`src/rtl/rc1m_timebase.sv`:
```
// Timebase and reset sequencer on the 1 MHz RC oscillator clock: 1 ms / 1 s strobes,
// uptime seconds, heartbeat, stretched fabric reset and a tick-granular watchdog.
module rc1m_timebase #(
  parameter int unsigned CLK_FREQ_HZ    = 1000000,
  parameter int unsigned RST_HOLD_MS    = 10,
  parameter int unsigned WDT_TIMEOUT_MS = 1000
) (
  input  logic        CLK,
  input  logic        RESETN,
  input  logic        WDT_EN,
  input  logic        WDT_KICK,
  output logic        FABRIC_RESETN,
  output logic        TICK_1MS,
  output logic        TICK_1S,
  output logic        HEARTBEAT,
  output logic [31:0] UPTIME_S,
  output logic        WDT_EXPIRED,
  output logic        WDT_RST_FLAG
);

  localparam int unsigned MS_DIV = CLK_FREQ_HZ / 1000;
  localparam int unsigned MS_W   = (MS_DIV > 1) ? $clog2(MS_DIV) : 1;

  typedef enum logic {HOLD, RUN} state_t;

  state_t            r_state;
  state_t            w_next_state;
  logic [MS_W-1:0]   r_ms_cnt;
  logic [9:0]        r_s_cnt;
  logic [15:0]       r_hold_cnt;
  logic [15:0]       r_wdt_cnt;
  logic              r_tick_1ms;
  logic              r_tick_1s;
  logic              r_heartbeat;
  logic [31:0]       r_uptime;
  logic              r_fabric_resetn;
  logic              r_wdt_expired;
  logic              r_wdt_flag;
  logic              w_ms_wrap;
  logic              w_s_wrap;
  logic              w_hold_done;
  logic              w_expire;

  assign w_ms_wrap   = (r_ms_cnt == MS_W'(MS_DIV - 1));
  assign w_s_wrap    = w_ms_wrap && (r_s_cnt == 10'd999);
  // Hold and watchdog count the registered tick, so expiry lands one edge after a prescaler wrap.
  assign w_hold_done = r_tick_1ms && (r_hold_cnt == 16'(RST_HOLD_MS - 1));
  assign w_expire    = (r_state == RUN) && r_tick_1ms && WDT_EN && !WDT_KICK &&
                       (r_wdt_cnt == 16'(WDT_TIMEOUT_MS - 1));

  always_ff @(posedge CLK or negedge RESETN) begin
    if (!RESETN) begin
      r_state <= HOLD;
    end else begin
      r_state <= w_next_state;
    end
  end

  always_comb begin
    w_next_state = r_state;
    case (r_state)
      HOLD: if (w_hold_done) w_next_state = RUN;
      RUN:  if (w_expire)    w_next_state = HOLD;
    endcase
  end

  always_ff @(posedge CLK or negedge RESETN) begin
    if (!RESETN) begin
      r_ms_cnt    <= '0;
      r_s_cnt     <= '0;
      r_tick_1ms  <= 1'b0;
      r_tick_1s   <= 1'b0;
      r_heartbeat <= 1'b0;
      r_uptime    <= '0;
    end else begin
      r_ms_cnt   <= w_ms_wrap ? '0 : r_ms_cnt + 1'b1;
      r_tick_1ms <= w_ms_wrap;
      r_tick_1s  <= w_s_wrap;
      if (w_ms_wrap) begin
        r_s_cnt <= (r_s_cnt == 10'd999) ? '0 : r_s_cnt + 10'd1;
      end
      if (w_s_wrap) begin
        r_heartbeat <= ~r_heartbeat;
        r_uptime    <= r_uptime + 32'd1;
      end
    end
  end

  always_ff @(posedge CLK or negedge RESETN) begin
    if (!RESETN) begin
      r_hold_cnt      <= '0;
      r_wdt_cnt       <= '0;
      r_fabric_resetn <= 1'b0;
      r_wdt_expired   <= 1'b0;
      r_wdt_flag      <= 1'b0;
    end else begin
      if (r_state != HOLD) begin
        r_hold_cnt <= '0;
      end else if (r_tick_1ms) begin
        r_hold_cnt <= r_hold_cnt + 16'd1;
      end
      if ((r_state != RUN) || !WDT_EN || WDT_KICK || w_expire) begin
        r_wdt_cnt <= '0;
      end else if (r_tick_1ms) begin
        r_wdt_cnt <= r_wdt_cnt + 16'd1;
      end
      r_fabric_resetn <= (w_next_state == RUN);
      r_wdt_expired   <= w_expire;
      r_wdt_flag      <= r_wdt_flag | w_expire;
    end
  end

  assign FABRIC_RESETN = r_fabric_resetn;
  assign TICK_1MS      = r_tick_1ms;
  assign TICK_1S       = r_tick_1s;
  assign HEARTBEAT     = r_heartbeat;
  assign UPTIME_S      = r_uptime;
  assign WDT_EXPIRED   = r_wdt_expired;
  assign WDT_RST_FLAG  = r_wdt_flag;

endmodule
```
`config.mk`:
```
export PLATFORM = sky130hd
export DESIGN_NAME = rc1m_timebase
export DESIGN_NICKNAME = d
export VERILOG_FILES = /design/src/rtl/rc1m_timebase.sv
export SDC_FILE = /design/constraint.sdc
export NUM_CORES = 1
export LEC_CHECK = 0
export ABC_AREA = 1
export CORE_AREA = 3 3 135 137
export CTS_BUF_LIST = sky130_fd_sc_hd__clkbuf_8
export DETAILED_ROUTE_END_ITERATION = 10
export DIE_AREA = 0 0 138 140
export PLACE_DENSITY_LB_ADDON = 0.05
export SYNTH_ARGS = -nofsm -noshare
export SYNTH_HDL_FRONTEND = slang
export SYNTH_SLANG_ARGS = --single-unit
```
`constraint.sdc`:
```
create_clock -name CLK -period 1.6 [get_ports CLK]
set_input_delay 0.32 -clock CLK [delete_from_list [all_inputs] [get_ports CLK]]
set_output_delay 0.32 -clock CLK [all_outputs]
set_load 0.02 [all_outputs]
```
==> impl_metrics.toml <==
[logic_synthesis]
synthesis.area_per_instance_um2 = 7.288
asyncSetResetFlopFracSynth = 1.000
synth_seq_cells = 90
synthesis.area_um2 = 5072
synth.net_count = 706
netlist-cell-type-count = 31
syn_inst = 696
ys_dominant_reg_cell = "sky130_fd_sc_hd__dfrtp_1"
synth_enable_flop_cells = 0
yosysSeqAreaShare = 0.4440
synth-warning-count = 0

[critical_path]
r2r_end = "UPTIME_S[27]"
critical_path.endpoint_type = "register"
worst-r2r-cell-count = 10
cp_data_arrival_time_ps = 1830
reg2reg_from = "r_ms_cnt[1]"
cp_data_required_time_ps = 1860
setup.reg_to_reg.worst_slack_ps = 40
path_class = "reg2reg"
launch_point_of_the_critical_path = "r_ms_cnt[1]"
worst_setup_path_endpoint = "UPTIME_S[27]"
critical_path.startpoint_type = "register"
critical_path.max_fanout = 16

[final_layout]
syn2layout_area_growth_pct = 28.56
num_antenna_cells = 0
share_of_post_route_cells_with_drive_strength_above_1 = 0.1554
post-route-util = 0.3797
layout.filler_cells = 1852
finalNetCount = 818
multiInputGateArea_um2 = 2527
regArea_um2 = 2256

[grt]
globalRoute.totalOverflow = 0
grt_first_pass_wirelength_mm = 22.36
grt_start_max_net_pins = 44
grt_pass1_vias = 4498
antenna_found_initial = 0
grt_util_all_layers = 0.1399

[floorplanning]
initial_standard_cell_utilization_of_the_core = 0.2953
floorplan.io_pins = 42
placement_rows = 48
die_y_um = 140
die_width_um = 138
core-area_um2 = 17180
dieArea_um2 = 19320

[routing]
antenna_violating_nets_post_route = 0
dr.first_iter.drc_count = 178
routed_wl_mm = 13.44
vias = 4691
drt_pass1_iterations = 4
routed_via_density = 4.528
wl_per_cell_um = 12.97
drc = 0

[placement]
placement.io_buffers = 41
post-place-ws_ps = -50.92
gp_congestion = 0.8497
hpwlAfterDp_mm = 10.09

[sta]
totalNegativeSetupSlack_ps = 0
timing.final.hold_violations = 0
minimum_period_implied_by_the_final_worst_setup_slack_ps = 1561
setup_viol = 0
final.setup_skew_ps = 12.66
worst_slew_pin_slew_ps = 380.5
fmaxAchievable_mhz = 640.6
fin_crit_sh = 0.9757
slew-limit-headroom = 0.7444
slew_violations = 0
hold-worst-slack_ps = 334.7
rsz_0062_raised_after_global_routing = "yes"
fin_ws_ps = 38.88

[clock_tree]
cts.htree.levels = 3
clk_latency_ps = 370
cts-root-to-sink-buffers = 2
clock-root-buffer = "sky130_fd_sc_hd__clkbuf_8"
cts_num_sinks = 90
cts_inserted_buffers = 9
cts.clk_slew.worst_paths_ps = 80
cts_tree = "done"

[power]
p_per_cell_area_nw_per_um2 = 572.5
power.leakage_nw = 3.097
worst_ir_drop_vdd_uv = 334.4

[flow_run]
max-cap-violations = 0

[outcome]
outcome = "finished, final reports clean"

[hold_path]
min_delay_path_class = "in2async"
==> placed cells by master, fill, tap and decap left out, types with 2 or more instances in the layout <==
cell type and instances:
sky130_fd_sc_hd__nand4_1 25, sky130_fd_sc_hd__nand2_1 179, sky130_fd_sc_hd__nor2_1 113, sky130_fd_sc_hd__nor2_2 7
sky130_fd_sc_hd__nor3b_1 2, sky130_fd_sc_hd__buf_4 61, sky130_fd_sc_hd__nand2_4 2, sky130_fd_sc_hd__a21oi_1 17
sky130_fd_sc_hd__ha_2 3, sky130_fd_sc_hd__buf_12 5, sky130_fd_sc_hd__inv_2 4, sky130_fd_sc_hd__nand3_1 52
sky130_fd_sc_hd__nand3_2 2, sky130_fd_sc_hd__o21ai_0 15, sky130_fd_sc_hd__nor3_2 2, sky130_fd_sc_hd__nor4_1 3
sky130_fd_sc_hd__nor2_4 11, sky130_fd_sc_hd__inv_1 94, sky130_fd_sc_hd__clkbuf_8 10, sky130_fd_sc_hd__nor3_1 21
sky130_fd_sc_hd__dlygate4sd2_1 33, sky130_fd_sc_hd__clkdlybuf4s50_1 2, sky130_fd_sc_hd__dfrtp_1 87, sky130_fd_sc_hd__nand3b_1 3
sky130_fd_sc_hd__xnor2_1 14, sky130_fd_sc_hd__ha_1 3, sky130_fd_sc_hd__dfrtp_2 3, sky130_fd_sc_hd__clkdlybuf4s15_1 4
sky130_fd_sc_hd__buf_6 2, sky130_fd_sc_hd__nand2_2 9, sky130_fd_sc_hd__xor2_1 14
==> worst max-delay path: stages, from the launching register on <==
cell	delay [ps]
sky130_fd_sc_hd__dfrtp_1	380
sky130_fd_sc_hd__ha_2	200
sky130_fd_sc_hd__inv_2	40
sky130_fd_sc_hd__nor2_4	90
sky130_fd_sc_hd__nand3_4	100
sky130_fd_sc_hd__nor2_4	180
sky130_fd_sc_hd__buf_12	170
sky130_fd_sc_hd__buf_4	130
sky130_fd_sc_hd__nand3_1	50
sky130_fd_sc_hd__nand2_1	60
sky130_fd_sc_hd__nand2_1	50
==> area by class of cell <==
type / instances / share of cell area
repair buffers: 109 / 0.1458
clock buffers: 10 / 0.02111
multi-input cells: 504 / 0.3876
flip-flops and latches: 90 / 0.3459
well taps: 225 / 0.04317
clock inverters: 4 / 0.002302
inverters: 94 / 0.05411
==> routing by layer <==
metal  vias up  GRT usage  share of wire
li1       2418          -              -
met1      2199     0.1853           0.48
met2        61     0.2330           0.47
met3        13    0.03073          0.030
met4         0    0.03640          0.015
met5         -          0              0
==> how the worst min path moves through the flow <==
| stage | to | slack [ps] | cells after the start |
|---|---|---|---|
| 2_1_floorplan | FABRIC_RESETN | 20 | 0 |
| 4_1_cts | r_wdt_cnt[8] | 310 | 2 |
| 5_1_grt | r_wdt_cnt[9] | 330 | 2 |
| 3_3_place_gp | r_wdt_cnt[9] | 190 | 1 |
| 6_report | r_wdt_cnt[9] | 330 | 2 |
| 3_5_place_dp | r_wdt_cnt[8] | 190 | 1 |
==> power by group <==
| group | internal (mW) | switching, mW | total [mW] |
|---|---|---|---|
| clock | 0.570 | 0.808 | 1.38 |
| combinational | 0.0241 | 0.0590 | 0.0831 |
| sequential | 2.27 | 0 | 2.27 |
| total | 2.87 | 0.867 | 3.73 |
==> Yosys cell counts (6+ instances only) <==
cell	count	area [µm²]
sky130_fd_sc_hd__nand2_1	182	683.2
sky130_fd_sc_hd__nor2_1	126	473.0
sky130_fd_sc_hd__inv_1	94	352.8
sky130_fd_sc_hd__dfrtp_1	90	2252
sky130_fd_sc_hd__nand3_1	54	270.3
sky130_fd_sc_hd__nand4_1	25	156.4
sky130_fd_sc_hd__nor3_1	23	115.1
sky130_fd_sc_hd__a21oi_1	17	85.08
sky130_fd_sc_hd__o21ai_0	15	75.07
sky130_fd_sc_hd__xnor2_1	14	122.6
sky130_fd_sc_hd__xor2_1	14	122.6
sky130_fd_sc_hd__nand2_2	7	43.79
sky130_fd_sc_hd__ha_1	6	75.07
==> cells by family (layout without fill, tap and decap cells) <==
| kind of cell | Yosys count | count (layout) | share of synthesized area |
|---|---|---|---|
| flip-flops | 90 | 90 | 0.4440 |
| buffers and inverters | 102 | 217 | 0.08140 |
| adder cells (fa/ha/maj) | 6 | 6 | 0.01480 |
| AO/OA/AOI/OAI | 36 | 36 | 0.03774 |
| XOR/XNOR | 29 | 29 | 0.05156 |
| AND/OR/NAND/NOR | 433 | 433 | 0.3705 |
==> stage by stage <==
step | power (mW) | cells | cell area [µm²]
4_1_cts | 3.825 | 1026 | 6294
3_3_place_gp | 2.405 | 1009 | 6156
5_1_grt | 3.919 | 1036 | 6521
6_report | 3.734 | 1036 | 6521
3_5_place_dp | 2.405 | 1009 | 6156
2_1_floorplan | 2.327 | 696 | 5076
==> state kept, by name, summed over array words and instances (netlist names) <==
register,flops
HEARTBEAT,1
UPTIME_S,32
FABRIC_RESETN,1
WDT_EXPIRED,1
r_s_cnt,10
r_wdt_cnt,16
TICK_1MS,1
r_hold_cnt,16
r_ms_cnt,10
TICK_1S,1
WDT_RST_FLAG,1
==> what timing repair did <==
action / 4_1_cts / 5_1_grt
pin swaps: 0 / 6
gates resized for setup: 41 / 46
endpoints found under the hold margin: 10 / 0
hold buffers: 1 / 0
setup buffers: 2 / 10
setup endpoints to repair: 43 / 57
(Power assumes the default switching activity.)
